===== src/rtl/trace_capture.sv =====
// trace_capture: arm/trigger/capture trace buffer for a processor debug bus.
//
// After an arm pulse the block waits for tmp_in == TRIG_VALUE. It stores that
// sample and then keeps storing samples until a stop pulse arrives or the
// buffer overflows. A read port pops the oldest entry at any time.
//
// Optional feature macro: TRACE_CHANGE_ONLY_EN.
//   Defined   - in CAPTURE a sample is stored only when it differs from the
//               last stored sample. The trigger sample is always stored.
//   Undefined - in CAPTURE every cycle's sample is stored.
//
// Handshake: rd_req is a level request. It pops only when empty=0. The
// popped value appears on rd_data one cycle later, and rd_valid is high for
// exactly that one cycle. Nothing back-pressures rd_req.
module trace_capture #(
    parameter int DEPTH      = 16,
    parameter int WIDTH      = 5,
    parameter int TRIG_VALUE = 0
) (
    input  logic                       CLK,
    input  logic                       RST,
    input  logic [WIDTH-1:0]           tmp_in,
    input  logic                       arm,
    input  logic                       stop,
    input  logic                       rd_req,
    output logic [WIDTH-1:0]           rd_data,
    output logic                       rd_valid,
    output logic                       empty,
    output logic                       full,
    output logic [$clog2(DEPTH):0]     count,
    output logic                       overflow,
    output logic [1:0]                 state
);

    localparam int PW = $clog2(DEPTH);
    localparam int CW = PW + 1;

    localparam logic [1:0] ST_IDLE    = 2'd0;
    localparam logic [1:0] ST_ARMED   = 2'd1;
    localparam logic [1:0] ST_CAPTURE = 2'd2;
    localparam logic [1:0] ST_DONE    = 2'd3;

    localparam logic [WIDTH-1:0] TRIG    = TRIG_VALUE[WIDTH-1:0];
    localparam logic [CW-1:0]    FULL_CT = CW'(DEPTH);

    logic [1:0]       state_q, state_d;
    logic [PW-1:0]    wr_ptr_q, wr_ptr_d;
    logic [PW-1:0]    rd_ptr_q, rd_ptr_d;
    logic [CW-1:0]    count_q, count_d;
    logic             overflow_q, overflow_d;
    logic [WIDTH-1:0] rd_data_q, rd_data_d;
    logic             rd_valid_q, rd_valid_d;
    logic [WIDTH-1:0] mem_q [DEPTH];

    logic             empty_w;
    logic             full_w;
    logic             pop;
    logic             wr_en;
    logic             clear;
    logic             want_cap;

    assign empty_w = (count_q == '0);
    assign full_w  = (count_q == FULL_CT);

    // An arm pulse flushes the buffer, so a pop on that same cycle is dropped.
    assign pop = rd_req && !empty_w && !arm;

`ifdef TRACE_CHANGE_ONLY_EN
    logic [WIDTH-1:0] last_q;

    // Remember the most recently stored sample so repeats can be skipped.
    always_ff @(posedge CLK) begin
        if (RST) begin
            last_q <= '0;
        end else if (wr_en) begin
            last_q <= tmp_in;
        end
    end

    assign want_cap = (tmp_in != last_q);
`else
    assign want_cap = 1'b1;
`endif

    // FSM and write decision. Arm has priority over stop and trigger. A full
    // buffer accepts a write only when a pop frees a slot on the same cycle.
    always_comb begin
        state_d    = state_q;
        overflow_d = overflow_q;
        wr_en      = 1'b0;
        clear      = 1'b0;
        if (arm) begin
            state_d    = ST_ARMED;
            overflow_d = 1'b0;
            clear      = 1'b1;
        end else begin
            case (state_q)
                ST_ARMED: begin
                    if (tmp_in == TRIG) begin
                        wr_en   = !full_w || pop;
                        state_d = ST_CAPTURE;
                    end
                end
                ST_CAPTURE: begin
                    if (stop) begin
                        state_d = ST_DONE;
                    end else if (want_cap) begin
                        if (!full_w || pop) begin
                            wr_en = 1'b1;
                        end else begin
                            overflow_d = 1'b1;
                            state_d    = ST_DONE;
                        end
                    end
                end
                default: begin
                    state_d = state_q;
                end
            endcase
        end
    end

    // Pointer and occupancy bookkeeping. Pointers wrap naturally at DEPTH.
    always_comb begin
        wr_ptr_d = wr_ptr_q;
        rd_ptr_d = rd_ptr_q;
        count_d  = count_q;
        if (clear) begin
            wr_ptr_d = '0;
            rd_ptr_d = '0;
            count_d  = '0;
        end else begin
            if (wr_en) begin
                wr_ptr_d = wr_ptr_q + PW'(1);
            end
            if (pop) begin
                rd_ptr_d = rd_ptr_q + PW'(1);
            end
            case ({wr_en, pop})
                2'b10:   count_d = count_q + CW'(1);
                2'b01:   count_d = count_q - CW'(1);
                default: count_d = count_q;
            endcase
        end
    end

    // Registered read port: data holds its value when no pop happens.
    always_comb begin
        rd_data_d  = rd_data_q;
        rd_valid_d = pop;
        if (pop) begin
            rd_data_d = mem_q[rd_ptr_q];
        end
    end

    // Control and status registers.
    always_ff @(posedge CLK) begin
        if (RST) begin
            state_q    <= ST_IDLE;
            wr_ptr_q   <= '0;
            rd_ptr_q   <= '0;
            count_q    <= '0;
            overflow_q <= 1'b0;
            rd_data_q  <= '0;
            rd_valid_q <= 1'b0;
        end else begin
            state_q    <= state_d;
            wr_ptr_q   <= wr_ptr_d;
            rd_ptr_q   <= rd_ptr_d;
            count_q    <= count_d;
            overflow_q <= overflow_d;
            rd_data_q  <= rd_data_d;
            rd_valid_q <= rd_valid_d;
        end
    end

    // Sample storage. The contents are not reset; occupancy tracking makes
    // stale entries unreachable.
    always_ff @(posedge CLK) begin
        if (!RST && wr_en) begin
            mem_q[wr_ptr_q] <= tmp_in;
        end
    end

    assign rd_data  = rd_data_q;
    assign rd_valid = rd_valid_q;
    assign empty    = empty_w;
    assign full     = full_w;
    assign count    = count_q;
    assign overflow = overflow_q;
    assign state    = state_q;

endmodule


===== config.mk =====
export PLATFORM = sky130hd
export DESIGN_NAME = trace_capture
export DESIGN_NICKNAME = d
export VERILOG_FILES = /design/src/rtl/trace_capture.sv
export SDC_FILE = /design/constraint.sdc
export NUM_CORES = 1
export LEC_CHECK = 0
export BUFFER_PORTS_ARGS = -buffer_cell sky130_fd_sc_hd__buf_2
export CELL_PAD_IN_SITES_DETAIL_PLACEMENT = 2
export CELL_PAD_IN_SITES_GLOBAL_PLACEMENT = 2
export CORE_ASPECT_RATIO = 1.4
export CORE_MARGIN = 5
export CORE_UTILIZATION = 40
export DETAILED_ROUTE_END_ITERATION = 12
export GPL_TIMING_DRIVEN = 0
export PLACE_DENSITY = 0.75
export RECOVER_POWER = 25
export SYNTH_ARGS = -nofsm -noshare
export SYNTH_HDL_FRONTEND = slang
export SYNTH_SLANG_ARGS = --single-unit

===== constraint.sdc =====
create_clock -name CLK -period 4.2 [get_ports CLK]
set_input_delay 0.84 -clock CLK [delete_from_list [all_inputs] [get_ports CLK]]
set_output_delay 0.84 -clock CLK [all_outputs]
set_load 0.02 [all_outputs]

==> run_results.csv, run 1 <==
group,metric,value,unit
routing,remaining_drc_errors,0,
floorplan,start_util,40.4,%
yosys,synth_edf_count,80,
sta,period_minus_slack,3.64,ns
final_layout,areaGrowthSynthToFinish,13.3,%
clock_network,clk_latency,0.35,ns
final_layout,multi_input_comb_area,1380,µm²
floorplan,die_h,133,µm
sta,max_freq,0.275,GHz
sta,period_share,86.6,%
critical_path,crit_slowest_cell,"nor4_1",
sta,relSlewSlack,46.3,%
routing,final_antenna_net_count,0,
yosys,syn-cell-area,4350,µm²
min_path,hold_path.class,"reg -> reg",
final_layout,nets,376,
job,max-cap-violations,0,
clock_network,cts_buffers,9,
yosys,yosysWarnings,0,
placement,dpl_cell_area,4640,µm²
final_layout,fin_util,45.8,%
yosys,synth.distinct_cells,39,
grt,gr-total-overflow,0,
grt,grt_start_max_net_pins,19,
status,outcome,"finished clean",
routing,drt-total-wl,10600,µm
sta,worst_slew_pin_slew,0.805,ns
critical_path,path_class,"in -> reg",
clock_network,cts-root-buf,"clkbuf_16",
placement,io_buffers,24,
clock_network,cts_resized,0,
critical_path,cp-end-kind,"flip-flop",
placement,place_ws,0.141,ns
min_path,min_from,"overflow",
clock_network,cts_tree,"built",
power_and_ir_drop,power_density,388,nW/µm²
final_layout,layout_common_cells,"80 x edfxtp_1, 41 x mux2i_1, 39 x nor2_1, 29 x buf_2, 22 x dfxtp_1",
critical_path,r2r_slack,0.89,ns
critical_path,slowest_delay,0.48,ns
yosys,syn_inst,319,
grt,grt_use_total,17.1,%
grt,grt_pass1_wl,16900,µm
power_and_ir_drop,leakagePower,1.56,nW
routing,wl_per_cell,21.2,µm
floorplan,ios,26,
routing,drtPass1Iterations,4,
routing,via_count,2672,
sta,finalSetupViolCount,0,
yosys,async_flop_share,0,%
min_path,hold-path-cell-count,2,
critical_path,cp_data_required_time,4.43,ns
critical_path,critPathMaxFanout,17,
sta,rsz0062_at_grt,"no",
sta,setup_ws,0.565,ns
final_layout,final_common_cell,"edfxtp_1",
sta,report.final.slew_viol_count,0,
floorplan,coreArea,10800,µm²
critical_path,crit_path_start_kind,"input port",
sta,finClkSkew,0.0102,ns
critical_path,crit_chain,"buf_2, nor4_1, a21oi_1, nor4_1, inv_1, ha_1, ha_1, nor2b_1, o21ai_0, nor4b_1, or3_1, a21oi_1",
yosys,synth.yosys.seq_area_share,65.4,%
placement,hpwl,7600,µm
grt,grt_pass1_vias,3013,
clock_network,cts.sinks,102,
final_layout,post-route-cell-area,4920,µm²
final_layout,drive_above_1_share,16.4,%
final_layout,antenna_cells,0,
routing,drt_first_iter_violations,93,
clock_network,path_clk_slew,0.07,ns
sta,finalSetupTns,0,ns
critical_path,r2r_start,"state[1]",
yosys,syn_avg_cell_area,13.6,µm²
final_layout,fillers,1055,
routing,via_per_inst,5.34,
final_layout,seq_area,2840,µm²
floorplan,rows,45,
clock_network,htreeDepth,3,
clock_network,clk_path_buf_depth,2,
critical_path,cp_data_arrival_time,3.86,ns
clock_network,cts_hold_buf,0,
critical_path,r2r-end,"count[4]",
sta,finalHoldViolations,0,
yosys,synth_ff_type,"edfxtp_1",
yosys,synth-seq-cells,102,
min_path,hold_path_end,"overflow",
clock_network,cts_setup_buffers,0,
yosys,syn_nets,341,
power_and_ir_drop,max-vdd-ir-drop,256,µV
floorplan,die_area,13100,µm²
floorplan,die_w,98.1,µm
grt,antenna_found_initial,0,
critical_path,ff2ff_path_depth,12,
placement,gp_congestion,0.777,
how the worst max path moves through the flow:
stage | end | from | depth (start not counted) | slack (ns)
after floorplan | count[4] | tmp_in[1] | 11 | 0.96
after global placement | count[4] | tmp_in[1] | 12 | 0.30
after detailed placement | count[4] | tmp_in[1] | 12 | 0.14
after CTS | count[4] | tmp_in[1] | 12 | 0.47
after global routing | count[4] | tmp_in[1] | 12 | 0.12
final | count[4] | tmp_in[0] | 12 | 0.56
per-layer routing:
metal  track usage (%)  share of wire, %
met5                 0                 0
met4              5.93               1.9
met3              2.78               1.7
met2              32.5                57
met1              19.0                40
critical path, delay by kind of cell:
| kind | cells | cell delay [ns] |
|---|---|---|
| fa+ha+maj | 2 | 0.60 |
| buf+inv | 2 | 0.31 |
| simple gates | 5 | 1.60 |
| compound gates | 3 | 0.49 |
cell type report:
| type | count | area share [%] |
|---|---|---|
| Sequential cell | 102 | 57.7 |
| Multi-Input combinational cell | 191 | 28.0 |
| Clock buffer | 9 | 4.57 |
| Tap cell | 141 | 3.58 |
| Timing Repair Buffer | 24 | 2.41 |
| Buffer | 14 | 1.60 |
| Clock inverter | 7 | 1.17 |
| Inverter | 12 | 0.915 |
sequential cells by signal (all words and copies together), names as in the netlist:
name	cells
count	5
mem_q	80
rd_data	5
rd_valid	1
wr_ptr_q	4
overflow	1
state	2
rd_ptr_q	4
metrics by stage:
stage / hold WS (ns) / cells / total power, mW
2_1_floorplan: 0.516 / 319 / 1.12
3_3_place_gp: 0.449 / 484 / 1.14
3_5_place_dp: 0.457 / 484 / 1.15
4_1_cts: 0.475 / 500 / 1.94
5_1_grt: 0.519 / 500 / 1.98
6_report: 0.469 / 500 / 1.91
cells by family (layout without fill, tap and decap cells):
family	count (synthesis)	count (layout)	synth area share (%)
simple gates	86	86	10.2
mux	41	41	9.44
xor+xnor	7	7	1.41
buf+inv	26	66	2.85
flops	102	102	65.4
fa+ha+maj	12	12	3.63
compound gates	45	45	7.11
cells in the mapped netlist, types with 3 or more instances:
cell       n  area [µm²]
dfxtp_1   22         440
mux2i_1   41         410
o22ai_1   20         125
nor4_1     7        43.8
ha_1      11         138
nand3b_1   3        22.5
buf_2      6        30.0
nor2_1    39         146
clkbuf_1   6        22.5
nor2b_1    6        37.5
nand2_1   11        41.3
a211oi_2   5        62.6
xnor2_1    3        26.3
xor2_1     4        35.0
o21ai_0    4        20.0
nand3_1    4        20.0
inv_1     12        45.0
or3_1      3        18.8
a21oi_1    8        40.0
edfxtp_1  80        2400
power by group:
group / leakage (nW) / internal (mW) / switching, mW
clock network: 0.136 / 0.409 / 0.381
logic: 0.523 / 0.00721 / 0.0274
registers: 0.896 / 1.09 / 0.000857
total: 1.56 / 1.50 / 0.409
No activity file was read; power rests on OpenSTA's default activity.
==> run 2: changes to the inputs <==
- PLACE_DENSITY: 0.75 -> not set
- PLACE_DENSITY_LB_ADDON: not set -> 0.15
==> run_results.csv, run 2 (same netlist as run 1, synthesis figures left out) <==
group,metric,value,unit
status,outcome,"finished clean",
grt,antenna_found_initial,0,
power_and_ir_drop,p_seq_share,54.2,%
routing,wl_per_cell,21.6,µm
clock_network,cts_resized,0,
routing,via_count,2658,
critical_path,crit_start,"tmp_in[1]",
sta,finalSetupViolCount,0,
routing,drt-total-wl,10800,µm
critical_path,r2r_start,"state[0]",
power_and_ir_drop,max-vdd-ir-drop,173,µV
power_and_ir_drop,power_density,404,nW/µm²
grt,grt_pass1_vias,3006,
final_layout,seq_area,2840,µm²
clock_network,htreeDepth,3,
final_layout,final_common_cell,"edfxtp_1",
power_and_ir_drop,power.internal,1.61,mW
power_and_ir_drop,clockPowerShare,44.0,%
grt,gr-total-overflow,0,
floorplan,coreArea,10800,µm²
grt,grt_use_total,17.7,%
critical_path,cp-endpoint,"count[4]",
final_layout,multi_input_comb_area,1380,µm²
floorplan,ios,26,
critical_path,critPathMaxFanout,17,
clock_network,clk_latency,0.35,ns
grt,grt_start_max_net_pins,18,
sta,period_minus_slack,3.70,ns
clock_network,cts_tree,"built",
floorplan,start_util,40.4,%
critical_path,ff2ff_path_depth,13,
final_layout,largest_reg_flops,80,
critical_path,path_class,"in -> reg",
clock_network,cts_hold_buf,0,
clock_network,cts.sinks,102,
critical_path,r2r-end,"count[4]",
placement,gp_congestion,0.794,
clock_network,cts_buffers,9,
critical_path,crit_path_start_kind,"input port",
clock_network,cts_setup_buffers,0,
final_layout,layout_common_cells,"80 x edfxtp_1, 41 x mux2i_1, 39 x nor2_1, 29 x buf_2, 22 x dfxtp_1",
power_and_ir_drop,leakagePower,1.56,nW
routing,via_per_inst,5.32,
clock_network,clk_path_buf_depth,2,
routing,remaining_drc_errors,0,
sta,finalSetupTns,0,ns
floorplan,die_w,98.1,µm
sta,worst_slew_pin_slew,0.823,ns
critical_path,cp_data_required_time,4.43,ns
sta,finClkSkew,0.0102,ns
floorplan,die_area,13100,µm²
critical_path,cp_data_arrival_time,3.93,ns
critical_path,r2r_slack,0.84,ns
sta,rsz0062_at_grt,"no",
placement,io_buffers,24,
routing,final_antenna_net_count,0,
sta,max_freq,0.270,GHz
clock_network,path_clk_slew,0.06,ns
sta,finalHoldViolations,0,
sta,relSlewSlack,45.1,%
routing,drtPass1Iterations,4,
final_layout,regMostFlops,"mem_q",
floorplan,die_h,133,µm
sta,period_share,88.1,%
sta,report.final.slew_viol_count,0,
clock_network,cts-root-buf,"clkbuf_16",
critical_path,cp-end-kind,"flip-flop",
final_layout,fillers,1073,
power_and_ir_drop,power_frac_comb,1.7,%
power_and_ir_drop,p_sw,0.390,mW
final_layout,nets,376,
placement,hpwl,8090,µm
grt,grt_pass1_wl,17100,µm
job,max-cap-violations,0,
floorplan,rows,45,
power_and_ir_drop,sw_frac_of_total,19.5,%
min_path,hold_path.class,"reg -> reg",
final_layout,fin_util,46.1,%
routing,drt_first_iter_violations,67,
final_layout,drive_above_1_share,16.4,%
final_layout,antenna_cells,0,
final_layout,areaGrowthSynthToFinish,14.1,%
## run 2: cell type report
| type | count | area share (%) |
|---|---|---|
| Tap cell | 141 | 3.56 |
| Multi-Input combinational cell | 191 | 27.8 |
| Clock buffer | 10 | 4.62 |
| Timing Repair Buffer | 24 | 2.40 |
| Buffer | 14 | 1.59 |
| Inverter | 12 | 0.908 |
| Clock inverter | 6 | 1.77 |
| Sequential cell | 102 | 57.3 |
## run 2: per-stage QoR
stage          setup WS [ns]  instance area (µm²)  hold slack, ns  total power, mW  std cells
6_report               0.499                 4960           0.464             2.01        500
5_1_grt                0.162                 4960           0.497             2.07        500
2_1_floorplan          0.962                 4350           0.516             1.12        319
4_1_cts                0.463                 4960           0.474             2.02        500
3_3_place_gp           0.228                 4640           0.456             1.14        484
3_5_place_dp           0.109                 4640           0.460             1.15        484
## run 2: worst min-delay path by stage
| stage | slack, ns | end | cells after the start | start |
|---|---|---|---|---|
| floorplan | 0.52 | wr_ptr_q[1] | 2 | wr_ptr_q[1] |
| global placement | 0.46 | overflow | 2 | overflow |
| detailed placement | 0.46 | overflow | 2 | overflow |
| CTS | 0.47 | overflow | 2 | overflow |
| global route | 0.50 | overflow | 2 | overflow |
| finish | 0.46 | overflow | 2 | overflow |
## run 2: power by group through the flow
| stage | registers (mW) | clock network (mW) | logic [mW] |
|---|---|---|---|
| floorplan | 1.11 | 0 | 0.0109 |
| global placement | 1.11 | 0 | 0.0339 |
| detailed placement | 1.11 | 0 | 0.0363 |
| CTS | 1.09 | 0.896 | 0.0364 |
| global route | 1.09 | 0.948 | 0.0384 |
| finish | 1.09 | 0.883 | 0.0351 |
## run 2: critical path: stages
cell and delay (ns):
buf_2 0.23, nor4_1 0.39, a21oi_1 0.20, nor4_1 0.49, inv_1 0.10, ha_1 0.27
ha_1 0.33, nor2b_1 0.16, o21ai_0 0.25, nor4b_1 0.42, or3_1 0.18, a21oi_1 0.05
## run 2: layer usage
layer	track usage [%]	share of wire, %	vias up
li1	-	-	1254
met1	18.7	38	1360
met2	33.6	58	33
met3	2.83	2.0	11
met4	8.08	2.4	0
met5	0	0	-
==> run 3: changes to the inputs <==
- ABC_AREA: not set -> 1
- CORE_MARGIN: 5 -> not set
- CORE_UTILIZATION: 40 -> 39
- HOLD_SLACK_MARGIN: not set -> 0.12
==> run_results.csv, run 3 <==
group,metric,value,unit
clock_network,cts_tree,"built",
yosys,synth.yosys.seq_area_share,59.2,%
grt,antenna_found_initial,0,
sta,finalSetupTns,0,ns
yosys,yosysTopAreaCell,"edfxtp_1",
critical_path,r2r-end,"count[4]",
final_layout,seq_area,2840,µm²
critical_path,cp-end-kind,"flip-flop",
critical_path,cp_data_required_time,4.47,ns
clock_network,cts.sinks,102,
yosys,async_flop_share,0,%
sta,finClkSkew,0.00992,ns
grt,grt_pass1_wl,22600,µm
yosys,synth_ff_type,"edfxtp_1",
final_layout,layout_common_cells,"152 x nand2_1, 80 x edfxtp_1, 71 x inv_1, 64 x nand3_1, 42 x nor2_1",
sta,max_freq,0.296,GHz
floorplan,die_h,133,µm
critical_path,r2r_start,"state[1]",
sta,period_minus_slack,3.37,ns
placement,hpwl,10300,µm
yosys,synth_top_area_share,50.0,%
final_layout,nets,572,
clock_network,clk_path_buf_depth,2,
sta,report.final.slew_viol_count,0,
min_path,hold_path_end,"overflow",
yosys,synth.distinct_cells,34,
min_path,min_from,"overflow",
sta,period_share,80.3,%
yosys,syn_nets,537,
yosys,synth-seq-cells,102,
yosys,synth.most_common_cell,"nand2_1",
routing,via_count,3645,
critical_path,ff2ff_path_depth,17,
floorplan,die_area,12800,µm²
sta,worst_slew_pin_slew,0.976,ns
yosys,yosysWarnings,0,
critical_path,cp_data_arrival_time,3.65,ns
placement,io_buffers,24,
routing,drtPass1Iterations,4,
final_layout,finalNonFillerCells,702,
sta,finalHoldViolations,0,
final_layout,final_common_cell,"nand2_1",
power_and_ir_drop,power.internal,1.61,mW
floorplan,rows,47,
final_layout,regMostFlops,"mem_q",
routing,drt_first_iter_violations,102,
floorplan,coreArea,11900,µm²
min_path,hold_path.class,"reg -> reg",
routing,wl_per_cell,20.2,µm
sta,rsz0062_at_grt,"no",
placement,gp_congestion,0.805,
final_layout,largest_reg_flops,80,
grt,grt_pass1_vias,4117,
floorplan,ios,26,
critical_path,crit_path_start_kind,"input port",
critical_path,path_class,"in -> reg",
grt,gr-total-overflow,0,
critical_path,r2r_slack,1.46,ns
final_layout,fin_util,45.4,%
yosys,syn_avg_cell_area,9.33,µm²
power_and_ir_drop,max-vdd-ir-drop,269,µV
sta,relSlewSlack,34.9,%
routing,remaining_drc_errors,0,
status,outcome,"finished clean",
clock_network,cts_setup_buffers,0,
clock_network,cts_hold_buf,0,
yosys,synth_area_leaders,"edfxtp_1 50%, nand2_1 12%, dfxtp_1 9.2%, nand3_1 6.7%, inv_1 5.5%",
clock_network,cts_buffers,9,
clock_network,clk_latency,0.35,ns
final_layout,antenna_cells,0,
power_and_ir_drop,p_seq_share,53.6,%
floorplan,die_w,95.8,µm
clock_network,cts_resized,0,
final_layout,areaGrowthSynthToFinish,12.8,%
yosys,syn-cell-area,4800,µm²
final_layout,fillers,1288,
routing,final_antenna_net_count,0,
power_and_ir_drop,sw_frac_of_total,20.4,%
power_and_ir_drop,power_frac_comb,2.2,%
placement,placedCellCount,686,
sta,finalSetupViolCount,0,
routing,drt-total-wl,14200,µm
floorplan,start_util,40.2,%
final_layout,drive_above_1_share,13.3,%
clock_network,htreeDepth,3,
final_layout,multi_input_comb_area,1580,µm²
min_path,hold-path-cell-count,2,
power_and_ir_drop,leakagePower,2.32,nW
yosys,syn_inst,515,
yosys,synth_edf_count,80,
yosys,synth_commonest_cells,"152 x nand2_1, 80 x edfxtp_1, 71 x inv_1",
clock_network,path_clk_slew,0.07,ns
power_and_ir_drop,power_density,374,nW/µm²
job,max-cap-violations,0,
critical_path,critPathMaxFanout,17,
power_and_ir_drop,clockPowerShare,44.2,%
power_and_ir_drop,p_sw,0.414,mW
grt,grt_start_max_net_pins,19,
clock_network,cts-root-buf,"clkbuf_16",
routing,via_per_inst,5.19,
grt,grt_use_total,24.5,%
==> run 3: layout make-up <==
cell class | instances | share of cell area, %
repair buffers | 24 | 2.12
clock inverters | 7 | 1.64
clock buffers | 9 | 4.16
flip-flops and latches | 102 | 52.5
plain buffers | 17 | 1.57
well taps | 147 | 3.39
inverters | 76 | 5.40
multi-input cells | 320 | 29.2
==> run 3: cells by family (layout without fill, tap and decap cells) <==
logic type	Yosys count	count (layout)	share of synthesized area (%)
simple gates	281	281	26.4
xor+xnor	4	4	0.729
fa+ha+maj	12	12	3.28
flops	102	102	59.2
buf+inv	93	133	7.86
compound gates	23	23	2.60
==> run 3: per-stage QoR <==
stage          hold WS [ns]  instance area (µm²)  total power, mW  setup slack (ns)
2_1_floorplan         0.491                 4800             1.13              1.62
3_3_place_gp          0.457                 5110             1.15              1.05
3_5_place_dp          0.462                 5110             1.16             0.873
4_1_cts               0.494                 5420             2.04              1.21
5_1_grt               0.550                 5420             2.08             0.553
6_report              0.489                 5420             2.03             0.826
==> run 3: per-layer routing <==
layer / global-route usage [%] / vias up / part of all wire, %
li1: - / 1724 / -
met5: 0 / - / 0
met4: 7.96 / 0 / 2.4
met1: 27.4 / 1847 / 39
met3: 3.42 / 24 / 1.6
met2: 46.2 / 50 / 57
==> run 3: power groups by stage <==
stage          Combinational (mW)  Sequential [mW]  Clock (mW)
5_1_grt                    0.0488             1.09       0.945
4_1_cts                    0.0467             1.09       0.905
3_5_place_dp               0.0460             1.11           0
6_report                   0.0449             1.09       0.896
2_1_floorplan              0.0173             1.11           0
3_3_place_gp               0.0431             1.11           0
==> run 3: worst max-delay path by stage <==
stage              start        to  slack [ns]  cells past startpoint
2_1_floorplan        arm  count[4]        1.62                     16
3_5_place_dp   tmp_in[1]  count[4]        0.87                     15
3_3_place_gp   tmp_in[1]  count[4]        1.05                     15
5_1_grt        tmp_in[1]  count[4]        0.55                     15
4_1_cts        tmp_in[1]  count[4]        1.21                     15
6_report       tmp_in[1]  count[4]        0.83                     15
==> run 3: critical path, cell delays in order <==
cell      delay, ns
clkbuf_1       0.69
nor2_1         0.19
nand3_1        0.19
nand2_2        0.11
nand3_2        0.14
ha_1           0.32
inv_1          0.11
fa_1           0.42
inv_1          0.08
nand2_1        0.06
a21boi_0       0.18
o21bai_1       0.09
nand2_1        0.06
nand2_1        0.05
a21oi_1        0.11
